<file path="src/rtl/key_loader_schedule_sequencer_if.sv">
// Key word handshake between the key source and the loader.
interface key_loader_schedule_sequencer_if #(
   parameter int unsigned NB_DATA = 32
) ();
   logic [NB_DATA-1:0] i_data;
   logic               i_data_valid;
   logic               o_data_ready;

   modport master (output i_data, output i_data_valid, input o_data_ready);
   modport slave  (input i_data, input i_data_valid, output o_data_ready);
endinterface

</file>
<file path="src/rtl/key_loader_schedule_sequencer.sv">
// Assembles a cipher key from a word stream, triggers the AES-256 key scheduler and flags when
// the round-key vector is stable. Optional macro KEY_LOADER_ZEROIZE_EN clears stale key material.
module key_loader_schedule_sequencer #(
   parameter int unsigned NB_BYTE       = 8,
   parameter int unsigned N_BYTES_KEY   = 32,
   parameter int unsigned NB_DATA       = 32,
   parameter int unsigned N_ROUNDS      = 14,
   parameter int unsigned SCHED_LATENCY = N_ROUNDS - 1
) (
   input  logic                            i_clock,
   input  logic                            i_reset_n,
   input  logic                            i_valid,
   input  logic                            i_flush,
   key_loader_schedule_sequencer_if.slave  key_bus,
   output logic [N_BYTES_KEY*NB_BYTE-1:0]  o_key,
   output logic                            o_trigger_schedule,
   output logic                            o_keys_ready,
   output logic                            o_busy
);
   localparam int unsigned KeyW        = N_BYTES_KEY * NB_BYTE;
   localparam int unsigned N_KEY_WORDS = KeyW / NB_DATA;
   localparam int unsigned CntW        = (N_KEY_WORDS > 1) ? $clog2(N_KEY_WORDS) : 1;
   localparam int unsigned WaitW       = $clog2(SCHED_LATENCY + 1);

   typedef enum logic [1:0] {StLoad, StTrigger, StWait, StDone} state_t;

   state_t            state_q, state_d;
   logic [CntW-1:0]   word_cnt_q, word_cnt_d;
   logic [WaitW-1:0]  wait_cnt_q, wait_cnt_d;
   logic [KeyW-1:0]   key_q, key_d, key_base;
   logic              keys_ready_q, keys_ready_d;

   always_ff @(posedge i_clock or negedge i_reset_n) begin
      if (!i_reset_n) begin
         state_q      <= StLoad;
         word_cnt_q   <= '0;
         wait_cnt_q   <= '0;
         key_q        <= '0;
         keys_ready_q <= 1'b0;
      end else begin
         state_q      <= state_d;
         word_cnt_q   <= word_cnt_d;
         wait_cnt_q   <= wait_cnt_d;
         key_q        <= key_d;
         keys_ready_q <= keys_ready_d;
      end
   end

   always_comb begin
      state_d      = state_q;
      word_cnt_d   = word_cnt_q;
      wait_cnt_d   = wait_cnt_q;
      key_d        = key_q;
      keys_ready_d = keys_ready_q;
      key_base     = key_q;
      if (i_valid) begin
         if (i_flush) begin
            // Flush wins over a coincident accept; the word is dropped.
            state_d    = StLoad;
            word_cnt_d = '0;
            if (state_q == StTrigger || state_q == StWait) keys_ready_d = 1'b0;
`ifdef KEY_LOADER_ZEROIZE_EN
            key_d = '0;
`endif
         end else begin
            unique case (state_q)
               StLoad, StDone: begin
                  if (key_bus.i_data_valid) begin
`ifdef KEY_LOADER_ZEROIZE_EN
                     if (state_q == StDone) key_base = '0;
`endif
                     key_d = {key_base[KeyW-NB_DATA-1:0], key_bus.i_data};
                     // word_cnt_q is always 0 in DONE, so a DONE accept counts as word 1.
                     if (word_cnt_q == CntW'(N_KEY_WORDS - 1)) begin
                        word_cnt_d = '0;
                        state_d    = StTrigger;
                     end else begin
                        word_cnt_d = word_cnt_q + CntW'(1);
                        state_d    = StLoad;
                     end
                  end
               end
               StTrigger: begin
                  state_d      = StWait;
                  wait_cnt_d   = '0;
                  keys_ready_d = 1'b0;
               end
               StWait: begin
                  wait_cnt_d = wait_cnt_q + WaitW'(1);
                  if (wait_cnt_q == WaitW'(SCHED_LATENCY - 1)) begin
                     state_d      = StDone;
                     keys_ready_d = 1'b1;
                  end
               end
               default: state_d = StLoad;
            endcase
         end
      end
   end

   always_comb begin
      o_trigger_schedule   = (state_q == StTrigger);
      o_busy               = (state_q == StTrigger) || (state_q == StWait);
      key_bus.o_data_ready = (state_q == StLoad) || (state_q == StDone);
   end

   assign o_key        = key_q;
   assign o_keys_ready = keys_ready_q;
endmodule

</file>
<file path="src/flat_wrapper.sv">
// flat-port wrapper written by rule: the top's interface ports become plain ports
module key_loader_schedule_sequencer_flat 
#(
   parameter int unsigned NB_BYTE       = 8,
   parameter int unsigned N_BYTES_KEY   = 32,
   parameter int unsigned NB_DATA       = 32,
   parameter int unsigned N_ROUNDS      = 14,
   parameter int unsigned SCHED_LATENCY = N_ROUNDS - 1
)
  (i_clock, i_reset_n, i_valid, i_flush, o_key, o_trigger_schedule, o_keys_ready, o_busy, key_bus_i_data, key_bus_i_data_valid, key_bus_o_data_ready);
  key_loader_schedule_sequencer_if #(.NB_DATA(NB_DATA)) key_bus_i ();
  input  logic i_clock;
  input  logic i_reset_n;
  input  logic i_valid;
  input  logic i_flush;
  output logic [N_BYTES_KEY*NB_BYTE-1:0] o_key;
  output logic o_trigger_schedule;
  output logic o_keys_ready;
  output logic o_busy;
  input wire logic [$bits(key_bus_i.i_data)-1:0] key_bus_i_data;
  input wire logic [$bits(key_bus_i.i_data_valid)-1:0] key_bus_i_data_valid;
  output wire logic [$bits(key_bus_i.o_data_ready)-1:0] key_bus_o_data_ready;
  assign key_bus_i.i_data = key_bus_i_data;
  assign key_bus_i.i_data_valid = key_bus_i_data_valid;
  assign key_bus_o_data_ready = key_bus_i.o_data_ready;
  key_loader_schedule_sequencer #(.NB_BYTE(NB_BYTE), .N_BYTES_KEY(N_BYTES_KEY), .NB_DATA(NB_DATA), .N_ROUNDS(N_ROUNDS), .SCHED_LATENCY(SCHED_LATENCY)) u_core (.i_clock(i_clock), .i_reset_n(i_reset_n), .i_valid(i_valid), .i_flush(i_flush), .key_bus(key_bus_i), .o_key(o_key), .o_trigger_schedule(o_trigger_schedule), .o_keys_ready(o_keys_ready), .o_busy(o_busy));
endmodule
</file>
<file path="config.mk">
export PLATFORM = sky130hd
export DESIGN_NAME = key_loader_schedule_sequencer_flat
export DESIGN_NICKNAME = d
export VERILOG_FILES = /design/src/rtl/key_loader_schedule_sequencer_if.sv /design/src/rtl/key_loader_schedule_sequencer.sv /design/src/flat_wrapper.sv
export SDC_FILE = /design/constraint.sdc
export NUM_CORES = 1
export LEC_CHECK = 0
export BUFFER_PORTS_ARGS = -buffer_cell sky130_fd_sc_hd__buf_4
export CAP_MARGIN = 25
export CORE_ASPECT_RATIO = 0.7
export CORE_MARGIN = 3
export CORE_UTILIZATION = 57
export CTS_CLUSTER_DIAMETER = 60
export DETAILED_ROUTE_END_ITERATION = 16
export PLACE_DENSITY = 0.9
export SLEW_MARGIN = 20
export SYNTH_ARGS = -nofsm -noshare
export SYNTH_HDL_FRONTEND = slang
export SYNTH_SLANG_ARGS = --single-unit
export TNS_END_PERCENT = 10
</file>
<file path="constraint.sdc">
create_clock -name i_clock -period 3.3 [get_ports i_clock]
set_clock_uncertainty 0.05 [all_clocks]
set_input_delay 0.165 -clock i_clock [delete_from_list [all_inputs] [get_ports i_clock]]
set_output_delay 0.165 -clock i_clock [all_outputs]
set_load 0.005 [all_outputs]
</file>
# Word level (Yosys, flattened, before mapping)
# Index checks and enable logic that the tools add are counted.
[classes]
bitwise_logic = 1
muxes = 14
n_addsub = 2
reduce_logical = 13
n_eq_ne = 8
[ops]
columns = ["cell", "n"]
rows = [
  ["$mux 3", 4],
  ["$reduce_and 3->1", 3],
  ["$pmux 4 s2", 1],
  ["$reduce_and 4->1", 2],
  ["$mux 2", 3],
  ["$pmux 2 s3", 1],
  ["$reduce_bool 2->1", 3],
  ["$add 4x1->4 const B", 1],
  ["$eq 2x2->1 const B", 2],
  ["$eq 4x4->1 const B", 1],
  ["$mux 1", 4],
  ["$add 3x1->3 const B", 1],
  ["$eq 3x3->1 const B", 1],
  ["$ne 3x2->1 const B", 1],
  ["$ne 3x3->1 const B", 1],
  ["$reduce_bool 3->1", 1],
  ["$eq 2x1->1 const B", 1],
  ["$logic_not 2->1", 1],
  ["$logic_or 1x1->1", 2],
  ["$ne 2x1->1 const B", 1],
  ["$pmux 1 s2", 1],
  ["$reduce_or 2->1", 1],
  ["$not 1->1", 1],
]
[word_totals]
output_inout_bits = 260
register_bits = 266

# Logic depth before layout (Yosys ltp)
# Gate-level depths: netlist of run 1.
[logic_depth]
word_depth = 5
depth_mapped = 6
mapped_depth_nobuf = 5

# Worst setup path after synthesis of run 1
# Ideal clock, no wire load.
[synth_path]
kind = "reg2reg"
startpoint = "register u_core.state_q[0]"
endpoint = "register u_core.wait_cnt_q[3]"
path_stages_with_launch = 7
setup_time_ns = 0.129
slack_ns = 1.595
t_required_ns = 3.121
synth_period_minus_slack_ns = 1.705
arrival_ns = 1.526
path_cell_list = "dfrtp_1 -> inv_1 -> ha_1 -> buf_2 -> or3b_1 -> a22oi_1 -> o31ai_1"
[synth_via]
elab_chain_len = 3
elab_cells_between_ends = 5
[synth_lines]
columns = ["element", "line", "text"]
rows = [
  ["start, declared", "key_loader_schedule_sequencer.sv:27", "state_t state_q, state_d;"],
  ["start signal, assigned", "key_loader_schedule_sequencer.sv:35", "state_q <= StLoad;"],
  ["start signal, assigned", "key_loader_schedule_sequencer.sv:41", "state_q <= state_d;"],
  ["$eq 2x1->1 / $eq 2x2->1 (equally long branches)", "key_loader_schedule_sequencer.sv:66", "unique case (state_q)"],
  ["$reduce_bool 2->1 (no source line)", "n/a", ""],
  ["$reduce_and 3->1 (no source line)", "n/a", ""],
  ["end signal, assigned", "key_loader_schedule_sequencer.sv:43", "wait_cnt_q <= wait_cnt_d;"],
  ["end, declared", "key_loader_schedule_sequencer.sv:29", "logic [WaitW-1:0] wait_cnt_q, wait_cnt_d;"],
]
# Parallel ways exist; a longest one is shown, timed or not.
# A chain may end at the register's enable or synchronous reset.

# Worst setup path after layout of run 1
[layout_path]
startpoint = "register u_core.state_q[0]"
endpoint = "register u_core.word_cnt_q[0]"
[layout_via]
elab_chain_len = 4
elab_cells_between_ends = 5
[layout_lines]
columns = ["element", "line", "text"]
rows = [
  ["$eq 2x2->1 / $logic_not 2->1 (equally long branches)", "key_loader_schedule_sequencer.sv:66", ""],
  ["$reduce_or 2->1 *", "key_loader_schedule_sequencer.sv:66", ""],
  ["$reduce_bool 2->1 (no source line) *", "n/a", ""],
  ["$reduce_and 3->1 (no source line) *", "n/a", ""],
  ["end signal, assigned", "key_loader_schedule_sequencer.sv:42", "word_cnt_q <= word_cnt_d;"],
  ["end, declared", "key_loader_schedule_sequencer.sv:28", "logic [CntW-1:0] word_cnt_q, word_cnt_d;"],
]
# Mark *: on every way between the ends. The rest lies on a longest branch, timed or not.

==> flow_metrics.env, run 1 <==
export IMPL_routed_wl_microns=24700
export IMPL_post_dp_hpwl_microns=16300
export IMPL_die_w_microns=173
export IMPL_initial_core_util_pct=58.5
export IMPL_dp_cells=1146
export IMPL_min_period_over_period_pct=65.9
export IMPL_cts_path_max_buffers=3
export IMPL_cp_max_fo=12
export IMPL_drtIter0Drc=379
export IMPL_critPathRequiredTime_ns=3.63
export IMPL_grt_pass1_wl_microns=38400
export IMPL_grt_pass1_vias=6554
export IMPL_cts_tree="built"
export IMPL_antenna_found_initial=0
export IMPL_maxCapViolCount=0
export IMPL_h_tree_depth=1
export IMPL_worstSetupPathType="register to register"
export IMPL_first_pass_iters=4
export IMPL_core_area_sq_mm=0.0191
export IMPL_arrival_ns=2.51
export IMPL_fin_cells=1224
export IMPL_hold_class="input port to register"
export IMPL_syn_to_final_growth_pct=31.3
export IMPL_ant_nets=0
export IMPL_die_area_sq_mm=0.0213
export IMPL_crit_path_top_delay_cell="dlygate4sd3_1"
export IMPL_rsz0062_at_grt="false"
export IMPL_finalCriticalPeriod_ns=2.17
export IMPL_startpoint_type="register"
export IMPL_worst_setup_path_end_kind="register"
export IMPL_diodes=0
export IMPL_power_density_mw_per_mm2=917
export IMPL_dieHeight_microns=123
export IMPL_n_fill_cell=1055
export IMPL_async_flop_share_pct=100
export IMPL_ys_seq_area_share_pct=59.7
export IMPL_drive_gt1_share_pct=62.4
export IMPL_clock_sinks=266
export IMPL_overflow=0
export IMPL_max_stage_delay_ns=0.56
export IMPL_rows=42
export IMPL_tns_ns=0
export IMPL_synthDistinctLibCells=32
export IMPL_gp_congestion=0.789
export IMPL_hold_viol=0
export IMPL_clock_tree_root_cell="clkbuf_16"
export IMPL_synth_edf_count=0
export IMPL_insertion_delay_ns=0.50
export IMPL_syn_nets=653
export IMPL_syn_area_sq_mm=0.0112
export IMPL_setup_violations=0
export IMPL_postCtsResizedCells=0
export IMPL_synth_top_flop_cell="dfrtp_1"
export IMPL_cp_top_family="buffers and inverters"
export IMPL_path_cells="inv_1, ha_1, and4b_1, mux2i_1, o22ai_1, dlygate4sd3_1"
export IMPL_drv_slew=0
export IMPL_avgSynthCellArea_sq_um=18.3
export IMPL_path_buf_inv=2
export IMPL_drc_errors=0
export IMPL_wl_per_cell_microns=20.2
export IMPL_path_clk_slew_ns=0.06
export IMPL_ir_drop_uv=537
export IMPL_track_usage_pct=22.6
export IMPL_status="finished, final reports clean"
export IMPL_grt_start_max_net_pins=103
export IMPL_max_freq_ghz=0.460
export IMPL_power_leakage_uw=0.00788
export IMPL_ys_warn_count=0
export IMPL_vias=6362
export IMPL_slew_headroom_pct=49.6
export IMPL_io_buffers=296
export IMPL_synth_seq_cells=266
export IMPL_synthCells=609
export IMPL_cts_made_buffers=25
export IMPL_final_nets=989
export IMPL_ioPinCount=297
export IMPL_via_per_inst=5.20
export IMPL_tightest_slew_ns=0.756
## path summary, 6_finish.rpt
kind	from	to	slack (ns)	cells after the start
max in group asynchronous	i_reset_n	u_core.o_key[58]$_DFFE_PN0P_	2.07	3
min in group asynchronous	i_reset_n	u_core.o_key[64]$_DFFE_PN0P_	0.24	2
setup reg to reg	u_core.state_q[0]$_DFFE_PN0P_	u_core.word_cnt_q[0]$_DFFE_PN0P_	1.13	6
hold / removal	key_bus_i_data_valid	u_core.state_q[0]$_DFFE_PN0P_	0.11	4
setup / recovery	u_core.state_q[0]$_DFFE_PN0P_	u_core.word_cnt_q[0]$_DFFE_PN0P_	1.13	6
hold reg to reg	u_core.o_key[239]$_DFFE_PN0P_	u_core.o_key[239]$_DFFE_PN0P_	0.46	1
## flip-flops by register name, summed over array words and instances, names as in the netlist
register and cells:
u_core.word_cnt_q 3, u_core.o_key 256, u_core.state_q 2, u_core.o_keys_ready 1, u_core.wait_cnt_q 4
## cells in the final DEF, fill, tap and decap left out, types with 2 or more instances in the layout
| master | instances |
|---|---|
| mux2_2 | 16 |
| nand2_1 | 4 |
| ha_1 | 7 |
| buf_4 | 297 |
| clkbuf_16 | 25 |
| nand3_1 | 3 |
| clkbuf_1 | 7 |
| a22oi_1 | 2 |
| or3b_1 | 2 |
| buf_12 | 6 |
| nand2b_1 | 2 |
| inv_1 | 10 |
| clkinv_2 | 3 |
| mux2_4 | 240 |
| o21ai_0 | 4 |
| a21oi_1 | 3 |
| dlygate4sd3_1 | 36 |
| o22ai_1 | 3 |
| clkbuf_8 | 4 |
| dfrtp_1 | 266 |
## worst register-to-register path, stage by stage, from the launching register on
cell and delay [ns]:
dfrtp_1 0.37, inv_1 0.08, ha_1 0.46, and4b_1 0.30, mux2i_1 0.14, o22ai_1 0.10
dlygate4sd3_1 0.56
## metal layers
layer	vias to the layer above	track usage, %	wire, microns
met5	-	0	0
met4	0	6.78	731
met3	54	5.16	1510
met2	249	36.6	11700
met1	3229	31.0	10700
li1	2830	-	-
## cell usage after synthesis, drive strengths merged (2+ instances only)
| cell type | number | area (sq um) |
|---|---|---|
| mux2 | 256 | 3780 |
| o21ai | 4 | 20.0 |
| a21oi | 3 | 15.0 |
| or3b | 2 | 17.5 |
| nand3 | 4 | 25.0 |
| o22ai | 3 | 18.8 |
| inv | 10 | 37.5 |
| nand2b | 2 | 12.5 |
| dfrtp | 266 | 6660 |
| nand2 | 4 | 15.0 |
| ha | 7 | 87.6 |
| a22oi | 2 | 15.0 |
| buf | 30 | 319 |
## logic make-up (layout without fill, tap and decap cells)
family / Yosys count / after routing / synth area share [%]
buffers and inverters: 41 / 392 / 3.23
adders and majority gates: 7 / 7 / 0.785
DFF: 266 / 266 / 59.7
AOI/OAI and AO/OA: 19 / 19 / 1.17
muxes: 257 / 257 / 34.0
and+or+nand+nor: 19 / 19 / 1.16
## final cells by class
cell class	instances	area [sq um]	share of cell area, %
flip-flops and latches	266	6660	45.5
multi-input cells	302	4150	28.3
repair buffers	340	2730	18.6
clock buffers	36	707	4.83
well taps	264	330	2.26
clock inverters	6	40.0	0.273
inverters	10	37.5	0.256
## stage by stage
step	util [%]	cell area (sq um)	setup slack, ns	hold slack (ns)	power, uW
floorplan	-	11200	1.59	-0.181	7840
global placement	71.0	13500	1.23	0.211	10500
detailed placement	71.0	13500	1.17	0.202	10800
CTS	76.8	14600	1.16	0.0735	13500
global route	76.8	14600	1.02	0.117	14100
finish	76.8	14600	1.13	0.108	13400
## power breakdown
group	internal [uW]	switching (uW)	leakage, uW
clock	1490	1160	0.000366
sequential	4640	1340	0.00334
combinational	3430	1380	0.00417
total	9560	3880	0.00788
## repair_timing
item,CTS,global route
hold buffers,36,0
setup buffers,0,0
hold endpoints to repair,135,0
Power figures use the tool's default switching activity.
==> run 2: changes to the inputs <==
ABC_AREA = 1   (was default)
CORE_UTILIZATION = 47   (was 57)
PLACE_DENSITY = 0.81   (was 0.9)
clock period = 2 ns   (was 3.3 ns; I/O delays follow)
==> run 2 against run 1 <==
  * Register-to-register slack worse by 1.0 ns
  * Final cell count grew 38%
  * Combinational power down 19%
  * Core utilization decreased by 12 points
  * Synthesized cell count is 75% higher
  * Count of clock-buffer cells in the layout is 2 lower
  * Non-clock buffer count is 20 higher
  * First-iteration DRC count up 30%
  * Wire length rose by 9.2%
  * Flip-flop and latch count unchanged
  * Sequential share of layout area rose by 2.1 points
  * Via count increased by 28%
  * Largest cell class unchanged
==> flow_metrics.env, run 2 <==
export IMPL_via_per_inst=4.81
export IMPL_tns_ns=0
export IMPL_ys_seq_area_share_pct=63.4
export IMPL_gp_congestion=0.830
export IMPL_antenna_found_initial=0
export IMPL_final_nets=1439
export IMPL_ys_warn_count=0
export IMPL_ant_nets=0
export IMPL_cts_setup_buffers=0
export IMPL_core_area_sq_mm=0.0218
export IMPL_status="finished, final reports clean"
export IMPL_postLayoutCoreUtil_pct=64.3
export IMPL_synth_xor_area_share_pct=0
export IMPL_hold_class="input port to async pin"
export IMPL_cts_tree="built"
export IMPL_slew_headroom_pct=61.2
export IMPL_rr_startpoint="u_core.state_q[0]$_DFFE_PN0P_"
export IMPL_startpoint="u_core.state_q[0]$_DFFE_PN0P_"
export IMPL_grt_pass1_vias=7813
export IMPL_avgSynthCellArea_sq_um=9.86
export IMPL_setup_violations=0
export IMPL_syn_to_final_growth_pct=33.4
export IMPL_r2r_cells=9
export IMPL_worstSetupPathType="register to register"
export IMPL_yosys_top_cells_count="dfrtp_1 (266), nand2_1 (182), inv_1 (167)"
export IMPL_synthCells=1065
export IMPL_die_area_sq_mm=0.0242
export IMPL_yosysMostFrequentCell="dfrtp_1"
export IMPL_synth_seq_cells=266
export IMPL_routed_wl_microns=27000
export IMPL_drive_gt1_share_pct=27.0
export IMPL_synth_fa_ha_area_share_pct=0.834
export IMPL_cts_made_buffers=25
export IMPL_h_tree_depth=1
export IMPL_grt_start_max_net_pins=74
export IMPL_initial_core_util_pct=48.2
export IMPL_drtIter0Drc=492
export IMPL_dieHeight_microns=131
export IMPL_post_dp_hpwl_microns=19200
export IMPL_fin_ws_ns=0.117
export IMPL_async_flop_share_pct=100
export IMPL_clock_tree_root_cell="clkbuf_16"
export IMPL_vias=8130
export IMPL_cp_max_fo=46
export IMPL_yosys_area_top_type="dfrtp_1"
export IMPL_power_total_uw=15800
export IMPL_synth_simple_area_share_pct=11.3
export IMPL_cts_path_max_buffers=3
export IMPL_rsz0062_at_grt="false"
export IMPL_max_freq_ghz=0.531
export IMPL_overflow=0
export IMPL_io_buffers=296
export IMPL_insertion_delay_ns=0.52
export IMPL_finalCriticalPeriod_ns=1.88
export IMPL_ys_top_cells_by_area="dfrtp_1 (63%), nand2_1 (6.5%), inv_1 (6.0%)"
export IMPL_synth_top_cell_area_share_pct=63.4
export IMPL_largest_register_ffs=256
export IMPL_synth_top_flop_cell="dfrtp_1"
export IMPL_layout_common_cells="buf_4 (308), dfrtp_1 (266), nand2_1 (182), inv_1 (167), o21ai_1 (111)"
export IMPL_tightest_slew_ns=0.582
export IMPL_worst_setup_path_end_kind="register"
export IMPL_critPathRequiredTime_ns=2.35
export IMPL_rows=45
export IMPL_clock_sinks=266
export IMPL_hold_viol=0
export IMPL_synth_compound_area_share_pct=13.0
export IMPL_arrival_ns=2.23
export IMPL_syn_area_sq_mm=0.0105
export IMPL_n_fill_cell=1709
export IMPL_wl_per_cell_microns=15.9
export IMPL_synth_edf_count=0
export IMPL_die_w_microns=185
export IMPL_drc_errors=0
export IMPL_power_leakage_uw=0.00752
export IMPL_startpoint_type="register"
export IMPL_min_period_over_period_pct=94.2
export IMPL_ioPinCount=297
export IMPL_maxCapViolCount=0
export IMPL_ir_drop_uv=671
export IMPL_post_place_ws_ns=0.156
export IMPL_path_clk_slew_ns=0.06
export IMPL_grt_pass1_wl_microns=42000
export IMPL_syn_nets=1109
export IMPL_final_common_cell="buf_4"
export IMPL_synthDistinctLibCells=21
export IMPL_synthMuxAreaShare_pct=0
export IMPL_track_usage_pct=21.7
export IMPL_power_density_mw_per_mm2=1130
export IMPL_first_pass_iters=5
export IMPL_synth_top_family_by_area="compound AO/OA/AOI/OAI gates"
export IMPL_diodes=0
export IMPL_fin_hold_ws_ns=0.102
export IMPL_drv_slew=0
[run 2: cell types whose count changed in the layout (fill, tap and decap cells not counted), moves of 3 or more]
cell     delta
mux2_4    -240
nand2_1   +178
inv_1     +157
o21ai_1   +111
nor2_1    +108
a21oi_1    +96
o21ai_0    +30
mux2_2     -16
o21ai_2    +16
buf_4      +11
nand3_1     +8
buf_12      +7
o22ai_1     -3
[run 2: final timing paths]
check	endpoint	slack, ns
setup / recovery	u_core.o_key[62]$_DFFE_PN0P_	0.12
hold / removal	u_core.o_key[23]$_DFFE_PN0P_	0.10
setup reg to reg	u_core.o_key[62]$_DFFE_PN0P_	0.12
hold reg to reg	u_core.word_cnt_q[2]$_DFFE_PN0P_	0.43
max in group asynchronous	u_core.o_key[193]$_DFFE_PN0P_	1.10
min in group i_clock	u_core.o_key[6]$_DFFE_PN0P_	0.32
[run 2: logic make-up (layout without fill, tap and decap cells)]
| kind of cell | Yosys count | count (layout) |
|---|---|---|
| AND/OR/NAND/NOR | 306 | 306 |
| flip-flops | 266 | 266 |
| AO/OA/AOI/OAI | 261 | 261 |
| buffers and inverters | 225 | 568 |
| adder cells (fa/ha/maj) | 7 | 7 |
[run 2: final cells by class]
class | count | area [sq um] | area share [%]
repair buffers | 360 | 2990 | 21.3
flip-flops and latches | 266 | 6660 | 47.5
clock inverters | 6 | 36.3 | 0.259
clock buffers | 34 | 699 | 4.99
multi-input cells | 574 | 2650 | 18.9
well taps | 282 | 353 | 2.52
inverters | 168 | 631 | 4.50
[run 2: critical path: stages (launching register included)]
cell and delay [ns]:
dfrtp_1 0.37, inv_1 0.07, ha_1 0.31, inv_2 0.07, nor2_4 0.11, nand3_4 0.13
buf_12 0.20, buf_16 0.19, nor2_1 0.18, a21oi_2 0.05
[run 2: metrics by stage]
stage / instance area (sq um) / instances
6_report: 14000 / 1690
5_1_grt: 14000 / 1690
4_1_cts: 14000 / 1691
3_5_place_dp: 12900 / 1614
3_3_place_gp: 12900 / 1614
2_1_floorplan: 10500 / 1065
[run 2: routing by layer]
layer	global-route usage, %	routed length (microns)	vias up
met4	5.16	560	0
met5	0	0	-
met3	5.24	1960	44
li1	-	-	3997
met1	31.5	12200	3817
met2	33.7	12200	272
[run 2: power by group]
group	switching [uW]	internal, uW	leakage, uW
logic	1780	2110	0.00398
registers	987	6570	0.00317
clock network	1920	2430	0.000363
total	4690	11100	0.00752
[run 2: repair_timing]
| item | in CTS | in global routing |
|---|---|---|
| hold buffers | 37 | 0 |
| hold endpoints to repair | 293 | 0 |
| setup endpoints to repair | 0 | 3 |
| resized for setup | 0 | 3 |
==> run 3: changes to the inputs <==
BUFFER_PORTS_ARGS = -buffer_cell sky130_fd_sc_hd__buf_2   (was -buffer_cell sky130_fd_sc_hd__buf_4)
==> run 3 against run 2 <==
  * Core utilization decreased by 3.4 points
  * Final cell count unchanged
  * Setup slack worse by 0.048 ns
  * Final area fell by 5.3%
  * Maximum frequency fell by 2.5%
  * Power down 4.6%
  * First-iteration DRC count grew 20%
  * Critical endpoint is now u_core.o_key[115]$_DFFE_PN0P_
  * Largest power group unchanged
==> flow_metrics.env, run 3 (synthesis gave the netlist of run 2 again) <==
export IMPL_h_tree_depth=1
export IMPL_critPathRequiredTime_ns=2.33
export IMPL_drive_gt1_share_pct=26.9
export IMPL_power_density_mw_per_mm2=1140
export IMPL_arrival_ns=2.26
export IMPL_die_w_microns=185
export IMPL_slew_headroom_pct=63.6
export IMPL_grt_pass1_wl_microns=40800
export IMPL_ioPinCount=297
export IMPL_setup_violations=0
export IMPL_path_buf_inv=4
export IMPL_first_pass_iters=5
export IMPL_antenna_found_initial=0
export IMPL_layout_common_cells="buf_2 (295), dfrtp_1 (266), nand2_1 (182), inv_1 (167), o21ai_1 (111)"
export IMPL_power_leakage_uw=0.00727
export IMPL_maxCapViolCount=0
export IMPL_largest_register_ffs=256
export IMPL_post_dp_hpwl_microns=18500
export IMPL_cts_made_buffers=25
export IMPL_dieHeight_microns=131
export IMPL_wl_per_cell_microns=15.8
export IMPL_max_stage_delay_ns=0.39
export IMPL_dpl_cell_area_sq_mm=0.0121
export IMPL_diodes=0
export IMPL_max_freq_ghz=0.518
export IMPL_worstSetupPathType="register to register"
export IMPL_cts_tree="built"
export IMPL_cts_setup_buffers=0
export IMPL_grt_pass1_vias=7574
export IMPL_startpoint_type="register"
export IMPL_clock_sinks=266
export IMPL_io_buffers=296
export IMPL_cp_max_fo=42
export IMPL_status="finished, final reports clean"
export IMPL_insertion_delay_ns=0.50
export IMPL_finalCriticalPeriod_ns=1.93
export IMPL_grt_start_max_net_pins=74
export IMPL_final_common_cell="buf_2"
export IMPL_track_usage_pct=21.1
export IMPL_min_period_over_period_pct=96.6
export IMPL_initial_core_util_pct=48.2
export IMPL_drtIter0Drc=590
export IMPL_vias=8191
export IMPL_ant_nets=0
export IMPL_die_area_sq_mm=0.0242
export IMPL_cts_path_max_buffers=3
export IMPL_path_clk_slew_ns=0.06
export IMPL_final_area_sq_mm=0.0133
export IMPL_worst_setup_path_end_kind="register"
export IMPL_gp_congestion=0.834
export IMPL_syn_to_final_growth_pct=26.3
export IMPL_rows=45
export IMPL_hold_viol=0
export IMPL_routed_wl_microns=26700
export IMPL_overflow=0
export IMPL_n_fill_cell=1746
export IMPL_postLayoutCoreUtil_pct=60.9
export IMPL_rsz0062_at_grt="true"
export IMPL_fin_hold_ws_ns=0.0619
export IMPL_clock_tree_root_cell="clkbuf_16"
export IMPL_crit_path_top_delay_cell="dfrtp_1"
export IMPL_ir_drop_uv=581
export IMPL_path_common_cell="buf_12"
export IMPL_tightest_slew_ns=0.544
export IMPL_dp_cells=1613
export IMPL_final_nets=1439
export IMPL_hold_class="input port to async pin"
export IMPL_fin_cells=1690
export IMPL_core_area_sq_mm=0.0218
export IMPL_path_cells="inv_1, ha_4, inv_2, nor2_4, nand3_4, buf_12, buf_12, nor2_2, a21oi_1"
export IMPL_via_per_inst=4.85
export IMPL_power_total_uw=15100
export IMPL_drv_slew=0
export IMPL_cp_top_family="buffers and inverters"
export IMPL_drc_errors=0
[run 3: worst paths after layout]
kind | slack (ns) | cells after the start | start | end
max | 0.07 | 9 | u_core.state_q[0]$_DFFE_PN0P_ | u_core.o_key[115]$_DFFE_PN0P_
min | 0.06 | 2 | i_reset_n | u_core.o_key[52]$_DFFE_PN0P_
max reg2reg | 0.07 | 9 | u_core.state_q[0]$_DFFE_PN0P_ | u_core.o_key[115]$_DFFE_PN0P_
min reg2reg | 0.43 | 2 | u_core.o_key[231]$_DFFE_PN0P_ | u_core.o_key[231]$_DFFE_PN0P_
max in group asynchronous | 1.13 | 3 | i_reset_n | u_core.o_key[161]$_DFFE_PN0P_
min in group i_clock | 0.32 | 4 | key_bus_i_data[31] | u_core.o_key[31]$_DFFE_PN0P_
[run 3: power breakdown]
group | internal [uW] | switching (uW)
Clock | 2430 | 1910
Sequential | 6570 | 907
Combinational | 1480 | 1760
[run 3: through the flow]
step / setup TNS, ns / setup WS [ns]
floorplan: 0 / 0.315
global placement: 0 / 0.128
detailed placement: 0 / 0.0509
CTS: 0 / 0.00189
global route: -0.00345 / -0.00345
finish: 0 / 0.0690
[run 3: worst register-to-register path, cell delays in order, from the launching register on]
cell     delay, ns
dfrtp_1       0.39
inv_1         0.11
ha_4          0.28
inv_2         0.06
nor2_4        0.12
nand3_4       0.13
buf_12        0.21
buf_12        0.21
nor2_2        0.17
a21oi_1       0.08
[run 3: per-layer routing]
metal | vias to the layer above | GRT usage, % | routed length [microns]
met5 | - | 0 | 0
met4 | 0 | 5.29 | 632
met3 | 52 | 4.55 | 1960
met2 | 313 | 32.1 | 11900
met1 | 3835 | 31.3 | 12200
li1 | 3991 | - | -
[run 3: final cells by class]
cell class	instances	area, sq um	area share [%]
well taps	282	353	2.66
inverters	168	631	4.75
clock inverters	5	27.5	0.207
clock buffers	35	703	5.30
repair buffers	360	2240	16.9
multi-input cells	574	2660	20.0
flip-flops and latches	266	6660	50.2
[run 3: repair_timing]
item / 4_1_cts / 5_1_grt
gates resized for setup: 0 / 4
endpoints found under the setup margin: 0 / 29
hold buffers: 37 / 0
endpoints found under the hold margin: 304 / 0
